### config.mk
export PLATFORM = sky130hd
export DESIGN_NAME = address_generator_ctrl_flat
export DESIGN_NICKNAME = d
export VERILOG_FILES = /design/src/rtl/address_generator_ctrl_if.sv /design/src/rtl/address_generator_ctrl.sv /design/src/flat_wrapper.sv
export SDC_FILE = /design/constraint.sdc
export NUM_CORES = 1
export LEC_CHECK = 0
export CAP_MARGIN = 20
export CORE_MARGIN = 2
export CORE_UTILIZATION = 24
export CTS_BUF_LIST = sky130_fd_sc_hd__clkbuf_2 sky130_fd_sc_hd__clkbuf_4 sky130_fd_sc_hd__clkbuf_8
export DETAILED_ROUTE_END_ITERATION = 16
export PLACE_DENSITY = 0.46
export RECOVER_POWER = 25
export SLEW_MARGIN = 10
export SYNTH_ARGS = -nofsm -noshare
export SYNTH_HDL_FRONTEND = slang
export SYNTH_SLANG_ARGS = --single-unit
### constraint.sdc
create_clock -name clk -period 3.3 [get_ports clk]
set_input_delay 0.495 -clock clk [delete_from_list [all_inputs] [get_ports clk]]
set_output_delay 0.495 -clock clk [all_outputs]
set_load 0.02 [all_outputs]
### src/rtl/address_generator_ctrl_if.sv
// -----------------------------------------------------------------------------
// address_generator_ctrl_if
//   Bus bundle between the layer sequencer and its controller / datapath.
//   master : drives start and the instruction-RAM write port, observes the
//            address triple, strobes and status.
//   slave  : the sequencer itself.
//   Signals
//     start, instr_we, instr_waddr[IW], instr_wdata[16]      master -> slave
//     neuro_read_addr, weight_read_addr, neuro_write_addr[AW] slave -> master
//     addr_valid, neuron_finished, layer_finished, alu_rst,
//     busy, done, ip[IW]                                      slave -> master
// -----------------------------------------------------------------------------
interface address_generator_ctrl_if #(
   parameter int AW = 8,
   parameter int IW = 4
);
   logic          start;
   logic          instr_we;
   logic [IW-1:0] instr_waddr;
   logic [15:0]   instr_wdata;
   logic [AW-1:0] neuro_read_addr;
   logic [AW-1:0] weight_read_addr;
   logic [AW-1:0] neuro_write_addr;
   logic          addr_valid;
   logic          neuron_finished;
   logic          layer_finished;
   logic          alu_rst;
   logic          busy;
   logic          done;
   logic [IW-1:0] ip;

   modport master (
      output start, instr_we, instr_waddr, instr_wdata,
      input  neuro_read_addr, weight_read_addr, neuro_write_addr,
             addr_valid, neuron_finished, layer_finished, alu_rst, busy, done, ip
   );

   modport slave (
      input  start, instr_we, instr_waddr, instr_wdata,
      output neuro_read_addr, weight_read_addr, neuro_write_addr,
             addr_valid, neuron_finished, layer_finished, alu_rst, busy, done, ip
   );
endinterface

### src/rtl/address_generator_ctrl.sv
// -----------------------------------------------------------------------------
// address_generator_ctrl
//   Layer sequencer for the neural accelerator. A small instruction RAM holds
//   one word per layer ([15:8] neuron count, [7:0] inputs per neuron). After
//   start, each layer is fetched and then swept one (neuron, input) pair per
//   clock, producing neuron-read / weight / neuron-write addresses for the MAC.
//   Ports
//     clk    : rising-edge clock
//     reset  : synchronous, active-high; clears everything but the instr RAM
//     bus    : address_generator_ctrl_if.slave (start, instr write port,
//              address triple, strobes, alu_rst, busy, done, ip)
// -----------------------------------------------------------------------------
module address_generator_ctrl #(
   parameter int AW       = 8,
   parameter int IW       = 4,
   parameter int IP_DEPTH = 16
) (
   input  logic                      clk,
   input  logic                      reset,
   address_generator_ctrl_if.slave   bus
);

   typedef enum logic [1:0] {IDLE, FETCH, RUN, HALT} state_t;

   state_t        state, state_nxt;
   logic [15:0]   instr_mem [IP_DEPTH];
   logic [15:0]   cur_instr;
   logic [IW-1:0] ip_r;
   logic [7:0]    n_in_r, n_out_r;
   logic [7:0]    i_cnt, j_cnt;
   logic [AW-1:0] rd_base, wr_base, wt_ptr;
   logic          in_run, idle_like, last_ip;
   logic          neuron_fin, layer_fin;

   // NOTE: the instruction RAM is deliberately left out of reset so a program
   // loaded once survives a pipeline reset; it also maps onto plain RAM cells.
   always_ff @(posedge clk) begin
      if (bus.instr_we)
         instr_mem[bus.instr_waddr] <= bus.instr_wdata;
   end

   // Combinational read: a same-edge write is not visible to this fetch.
   assign cur_instr  = instr_mem[ip_r];

   assign in_run     = (state == RUN);
   assign idle_like  = (state == IDLE) || (state == HALT);
   assign last_ip    = (ip_r == IW'(IP_DEPTH - 1));
   assign neuron_fin = in_run && (i_cnt == n_in_r - 8'd1);
   assign layer_fin  = neuron_fin && (j_cnt == n_out_r - 8'd1);

   // State register
   always_ff @(posedge clk) begin
      if (reset) state <= IDLE;
      else       state <= state_nxt;
   end

   // NOTE: every combinational output gets a default first so no path leaves
   // it unassigned, which would otherwise infer a latch.
   always_comb begin
      state_nxt = state;
      case (state)
         IDLE, HALT: if (bus.start) state_nxt = FETCH;
         FETCH:      state_nxt = (cur_instr[7:0] == 8'd0 || cur_instr[15:8] == 8'd0) ? HALT : RUN;
         RUN:        if (layer_fin) state_nxt = last_ip ? HALT : FETCH;
         default:    state_nxt = IDLE;
      endcase
   end

   // Datapath: pointer, per-layer bases and the (j, i) sweep counters.
   // NOTE: sequential state uses non-blocking assignments only, so every
   // register samples the pre-edge values regardless of statement order.
   always_ff @(posedge clk) begin
      if (reset) begin
         ip_r    <= '0;
         rd_base <= '0;
         wr_base <= '0;
         wt_ptr  <= '0;
         n_in_r  <= '0;
         n_out_r <= '0;
         i_cnt   <= '0;
         j_cnt   <= '0;
      end else begin
         case (state)
            IDLE, HALT: begin
               if (bus.start) begin
                  ip_r    <= '0;
                  rd_base <= '0;
                  wt_ptr  <= '0;
                  // Layer 0 writes its outputs right after its inputs.
                  wr_base <= AW'(instr_mem[0][7:0]);
               end
            end
            FETCH: begin
               n_in_r  <= cur_instr[7:0];
               n_out_r <= cur_instr[15:8];
               i_cnt   <= '0;
               j_cnt   <= '0;
            end
            RUN: begin
               // The weight pointer just keeps running; at layer end it already
               // sits one past the layer's last weight.
               wt_ptr <= wt_ptr + 1'b1;
               if (neuron_fin) begin
                  i_cnt <= '0;
                  j_cnt <= j_cnt + 8'd1;
               end else begin
                  i_cnt <= i_cnt + 8'd1;
               end
               if (layer_fin) begin
                  rd_base <= wr_base;
                  wr_base <= wr_base + AW'(n_out_r);
                  if (!last_ip) ip_r <= ip_r + 1'b1;
               end
            end
            default: ;
         endcase
      end
   end

   // Outputs are forced to zero outside RUN so the MAC sees clean idle values.
   assign bus.neuro_read_addr  = in_run ? rd_base + AW'(i_cnt) : '0;
   assign bus.weight_read_addr = in_run ? wt_ptr               : '0;
   assign bus.neuro_write_addr = in_run ? wr_base + AW'(j_cnt) : '0;
   assign bus.addr_valid       = in_run;
   assign bus.neuron_finished  = neuron_fin;
   assign bus.layer_finished   = layer_fin;
   assign bus.alu_rst          = !in_run;
   assign bus.busy             = (state == FETCH) || in_run;
   assign bus.done             = (state == HALT);
   assign bus.ip               = ip_r;

endmodule

### src/flat_wrapper.sv
// flat-port wrapper written by rule: the top's interface ports become plain ports
module address_generator_ctrl_flat 
#(
   parameter int AW       = 8,
   parameter int IW       = 4,
   parameter int IP_DEPTH = 16
)
  (clk, reset, bus_start, bus_instr_we, bus_instr_waddr, bus_instr_wdata, bus_neuro_read_addr, bus_weight_read_addr, bus_neuro_write_addr, bus_addr_valid, bus_neuron_finished, bus_layer_finished, bus_alu_rst, bus_busy, bus_done, bus_ip);
  address_generator_ctrl_if #(.AW(AW), .IW(IW)) bus_i ();
  input  logic clk;
  input  logic reset;
  input wire logic [$bits(bus_i.start)-1:0] bus_start;
  input wire logic [$bits(bus_i.instr_we)-1:0] bus_instr_we;
  input wire logic [$bits(bus_i.instr_waddr)-1:0] bus_instr_waddr;
  input wire logic [$bits(bus_i.instr_wdata)-1:0] bus_instr_wdata;
  output wire logic [$bits(bus_i.neuro_read_addr)-1:0] bus_neuro_read_addr;
  output wire logic [$bits(bus_i.weight_read_addr)-1:0] bus_weight_read_addr;
  output wire logic [$bits(bus_i.neuro_write_addr)-1:0] bus_neuro_write_addr;
  output wire logic [$bits(bus_i.addr_valid)-1:0] bus_addr_valid;
  output wire logic [$bits(bus_i.neuron_finished)-1:0] bus_neuron_finished;
  output wire logic [$bits(bus_i.layer_finished)-1:0] bus_layer_finished;
  output wire logic [$bits(bus_i.alu_rst)-1:0] bus_alu_rst;
  output wire logic [$bits(bus_i.busy)-1:0] bus_busy;
  output wire logic [$bits(bus_i.done)-1:0] bus_done;
  output wire logic [$bits(bus_i.ip)-1:0] bus_ip;
  assign bus_i.start = bus_start;
  assign bus_i.instr_we = bus_instr_we;
  assign bus_i.instr_waddr = bus_instr_waddr;
  assign bus_i.instr_wdata = bus_instr_wdata;
  assign bus_neuro_read_addr = bus_i.neuro_read_addr;
  assign bus_weight_read_addr = bus_i.weight_read_addr;
  assign bus_neuro_write_addr = bus_i.neuro_write_addr;
  assign bus_addr_valid = bus_i.addr_valid;
  assign bus_neuron_finished = bus_i.neuron_finished;
  assign bus_layer_finished = bus_i.layer_finished;
  assign bus_alu_rst = bus_i.alu_rst;
  assign bus_busy = bus_i.busy;
  assign bus_done = bus_i.done;
  assign bus_ip = bus_i.ip;
  address_generator_ctrl #(.AW(AW), .IW(IW), .IP_DEPTH(IP_DEPTH)) u_core (.clk(clk), .reset(reset), .bus(bus_i));
endmodule
==> run_results.csv <==
group,metric,value,unit
die,fp.dieW,246,um
timing,hold_viol,0,
synth,syn_area_per_cell,15.5,sq um
drt,drtIter0Drc,473,
placement,placed_area,15700,sq um
synth,synth-main-ff-cell,"edfxtp_1",
grt,grt_pass1_wl,53.4,mm
worst_setup_path,cpMaxStageDelayCell,"dfxtp_1",
die,ios,58,
die,die_height,246,um
clocking,cts_hold_buf,0,
synth,yosys_warnings,0,
timing,relSlewSlack,0.332,
drt,via_per_inst,4.45,
worst_setup_path,cp-start-kind,"flop",
drt,vias,8147,
drt,dr.pass1.iters,5,
synth,synth_cells,905,
clocking,cts_tree,"built",
placement,pre_cts_ws,0.286,ns
timing,final-setup-viol-count,0,
worst_setup_path,end_kind,"output pin",
timing,grt_setup_unrepaired,"no",
timing,final.setup.tns,0,ns
drt,drc_errors,0,
worst_setup_path,critPathKind,"flop to output pin",
worst_hold_path,hp-start,"reset",
layout,area_growth,20.7,%
run,cap_violations,0,
clocking,insertion_delay,0.66,ns
timing,fin_ws,0.181,ns
timing,finalMaxSlewViolations,0,
timing,skew,0.0354,ns
placement,hpwl,22.8,mm
outcome,status,"finished, final reports clean",
die,start_util,0.243,
clocking,cts.sinks,322,
layout,layout-drive-gt1-share,0.250,
grt,grt_pass1_vias,8402,
die,num_rows,88,
clocking,cts_root_buffer,"clkbuf_8",
worst_setup_path,cp.arrival,2.62,ns
clocking,numCtsBuffers,55,
power_and_ir_drop,p_per_area,596,nW/um^2
timing,min_period,3.12,ns
placement,io_buffers,57,
layout,design_area,16900,sq um
synth,synth.ff_latch_count,322,
synth,synth_nets,962,
grt,grt.overflow.total,0,
timing,whs,0.232,ns
synth,async_flop_share,0,
power_and_ir_drop,p_leak,5.63,nW
layout,diodes,0,
synth,yosysSeqAreaShare,0.643,
worst_setup_path,worstPathRequired,2.80,ns
power_and_ir_drop,ir_worst_vdd,0.238,mV
drt,routed_wl,35.3,mm
layout,fill_cells,5864,
worst_setup_path,crit_path_max_fanout,6,
clocking,ctsLongestPathBuffers,3,
die,fp.coreArea,57700,sq um
worst_setup_path,rr_startpoint,"u_core.n_out_r[1]$_SDFFE_PP0P_",
synth,synth-edff-count,256,
grt,grt_use_total,0.118,
drt,ant_nets,0,
timing,post-route-period-util,0.945,
worst_hold_path,min_path_type,"input port to flop",
worst_setup_path,crit_chain,"inv_1 > ha_1 > o21ba_2 > a221oi_1 > a41oi_1 > nor3_1 > buf_4 > clkdlybuf4s15_1",
drt,post_drt_wl_per_cell,19.3,um
layout,fin_nets,1077,
timing,worstMarginPinSlew,1.00,ns
clocking,cts-htree-levels,2,
grt,grt_max_degree,36,
synth,netlist_area,14000,sq um
synth,ys_types,68,
timing,max_freq,321,MHz
worst_setup_path,startpoint,"u_core.n_in_r[1]$_SDFFE_PP0P_",
grt,antenna_found_initial,1,
power_and_ir_drop,fin_total_pwr,0.0101,W
clocking,clk_pin_slew,0.06,ns
die,design.die.area,60300,sq um
placement,gp_congestion,0.767,
worst_setup_path,slowest_delay,0.37,ns
clocking,postCtsSetupBuffers,0,
## what timing repair did
action / 4_1_cts / 5_1_grt
setup endpoints to repair: 10 / 6
cloned: 0 / 0
resized for setup: 19 / 13
pin swaps: 0 / 1
## kinds of logic (layout without fill, tap and decap cells)
family,after synthesis,in the layout,share of synthesized area
simple gates,226,226,0.0839
fa+ha+maj,33,33,0.0311
buf+inv,60,219,0.0215
flops,322,322,0.643
mux,92,92,0.131
compound gates,121,121,0.0577
xor+xnor,51,51,0.0319
## layout by cell type (no fill, tap or decap), types with 6 or more instances in the layout
cell,synthesis,layout
a21oi_1,54,51
a22oi_1,18,18
and2_1,15,14
and3_1,8,8
and4_2,8,8
buf_12,0,6
buf_4,4,38
clkbuf_4,1,23
clkbuf_8,0,62
clkdlybuf4s50_1,0,33
clkinv_1,1,8
dfxtp_1,66,60
dlygate4sd3_1,0,13
edfxtp_1,256,256
ha_1,30,29
inv_1,16,16
mux2i_1,15,15
mux4_2,72,72
nand2_1,32,32
nand2b_1,6,6
nand3_1,8,8
nand4_1,11,11
nor2_1,87,75
nor2_2,0,12
nor3_1,18,14
nor3b_1,8,7
o21ai_0,9,9
o21bai_1,6,6
xnor2_1,21,21
xor2_1,30,30
## flip-flops by register name, summed over array words and instances, names as in the netlist, 8 cells and up, named ones only
| name | flops |
|---|---|
| u_core.i_cnt | 8 |
| u_core.instr_mem | 256 |
| u_core.j_cnt | 8 |
| u_core.n_in_r | 8 |
| u_core.n_out_r | 8 |
| u_core.rd_base | 8 |
| u_core.wr_base | 8 |
| u_core.wt_ptr | 8 |
## final timing paths
path	slack, ns	cells past startpoint	end
setup / recovery	0.18	8	bus_neuron_finished
hold reg to reg	0.50	2	u_core.rd_base[0]$_SDFFE_PP0P_
setup reg to reg	0.54	9	u_core.wr_base[1]$_SDFFE_PP0P_
hold / removal	0.23	2	u_core.j_cnt[6]$_SDFFE_PP0P_
## metrics by stage
step | utilization | instances
floorplan | - | 905
global placement | 0.273 | 1728
detailed placement | 0.273 | 1728
CTS | 0.293 | 1829
global route | 0.293 | 1829
finish | 0.293 | 1829
## metal layers
| metal | vias up | GRT usage | part of all wire |
|---|---|---|---|
| met5 | - | 0 | 0 |
| met4 | 0 | 0.0307 | 0.016 |
| met3 | 55 | 0.0246 | 0.045 |
| met2 | 161 | 0.191 | 0.47 |
| met1 | 4165 | 0.161 | 0.47 |
| li1 | 3766 | - | - |
## layout make-up
| class | count | area (sq um) | share of cell area |
|---|---|---|---|
| clock buffer | 85 | 1030 | 0.0607 |
| clock inverter | 16 | 121 | 0.00718 |
| inverter | 18 | 67.6 | 0.00400 |
| multi-input combinational | 523 | 4770 | 0.282 |
| sequential | 322 | 9020 | 0.534 |
| tap | 765 | 957 | 0.0566 |
| timing repair buffer | 100 | 946 | 0.0560 |
## power by group
part / total [W] / leakage [nW] / switching, W / internal, W
clock: 0.00373 / 0.611 / 0.00167 / 0.00207
sequential: 0.00470 / 2.85 / 0.000167 / 0.00453
combinational: 0.00165 / 2.17 / 0.000911 / 0.000737
total: 0.0101 / 5.63 / 0.00274 / 0.00733
## worst max-delay path, delay by kind of cell (launching register included)
family	cells	cell delay, ns
AO/OA/AOI/OAI	3	0.65
buffers and inverters	3	0.54
adder cells (fa/ha/maj)	1	0.24
flip-flops	1	0.37
AND/OR/NAND/NOR	1	0.18
## cells in the mapped netlist (4+ instances only)
cell type / instances / area [sq um]
nor3_1: 18 / 90.1
o21ai_0: 9 / 45.0
clkbuf_1: 20 / 75.1
mux2_2: 5 / 56.3
nor4_1: 4 / 25.0
dfxtp_1: 66 / 1320
nand2_1: 32 / 120
xor2_1: 30 / 263
a211oi_1: 4 / 30.0
nor3b_1: 8 / 60.1
nand4_1: 11 / 68.8
xnor2_1: 21 / 184
mux4_2: 72 / 1620
nand3b_1: 5 / 37.5
mux2i_1: 15 / 150
and2_1: 15 / 93.8
nand3_1: 8 / 40.0
buf_1: 4 / 15.0
nor2_1: 87 / 327
nand2b_1: 6 / 37.5
a21oi_1: 54 / 270
a22oi_1: 18 / 135
inv_1: 16 / 60.1
buf_4: 4 / 30.0
ha_1: 30 / 375
buf_6: 6 / 67.6
buf_2: 5 / 25.0
nor2b_1: 5 / 31.3
o21bai_1: 6 / 45.0
and3_1: 8 / 50.1
and4_2: 8 / 80.1
edfxtp_1: 256 / 7690
No activity file was read; power rests on OpenSTA's default activity.
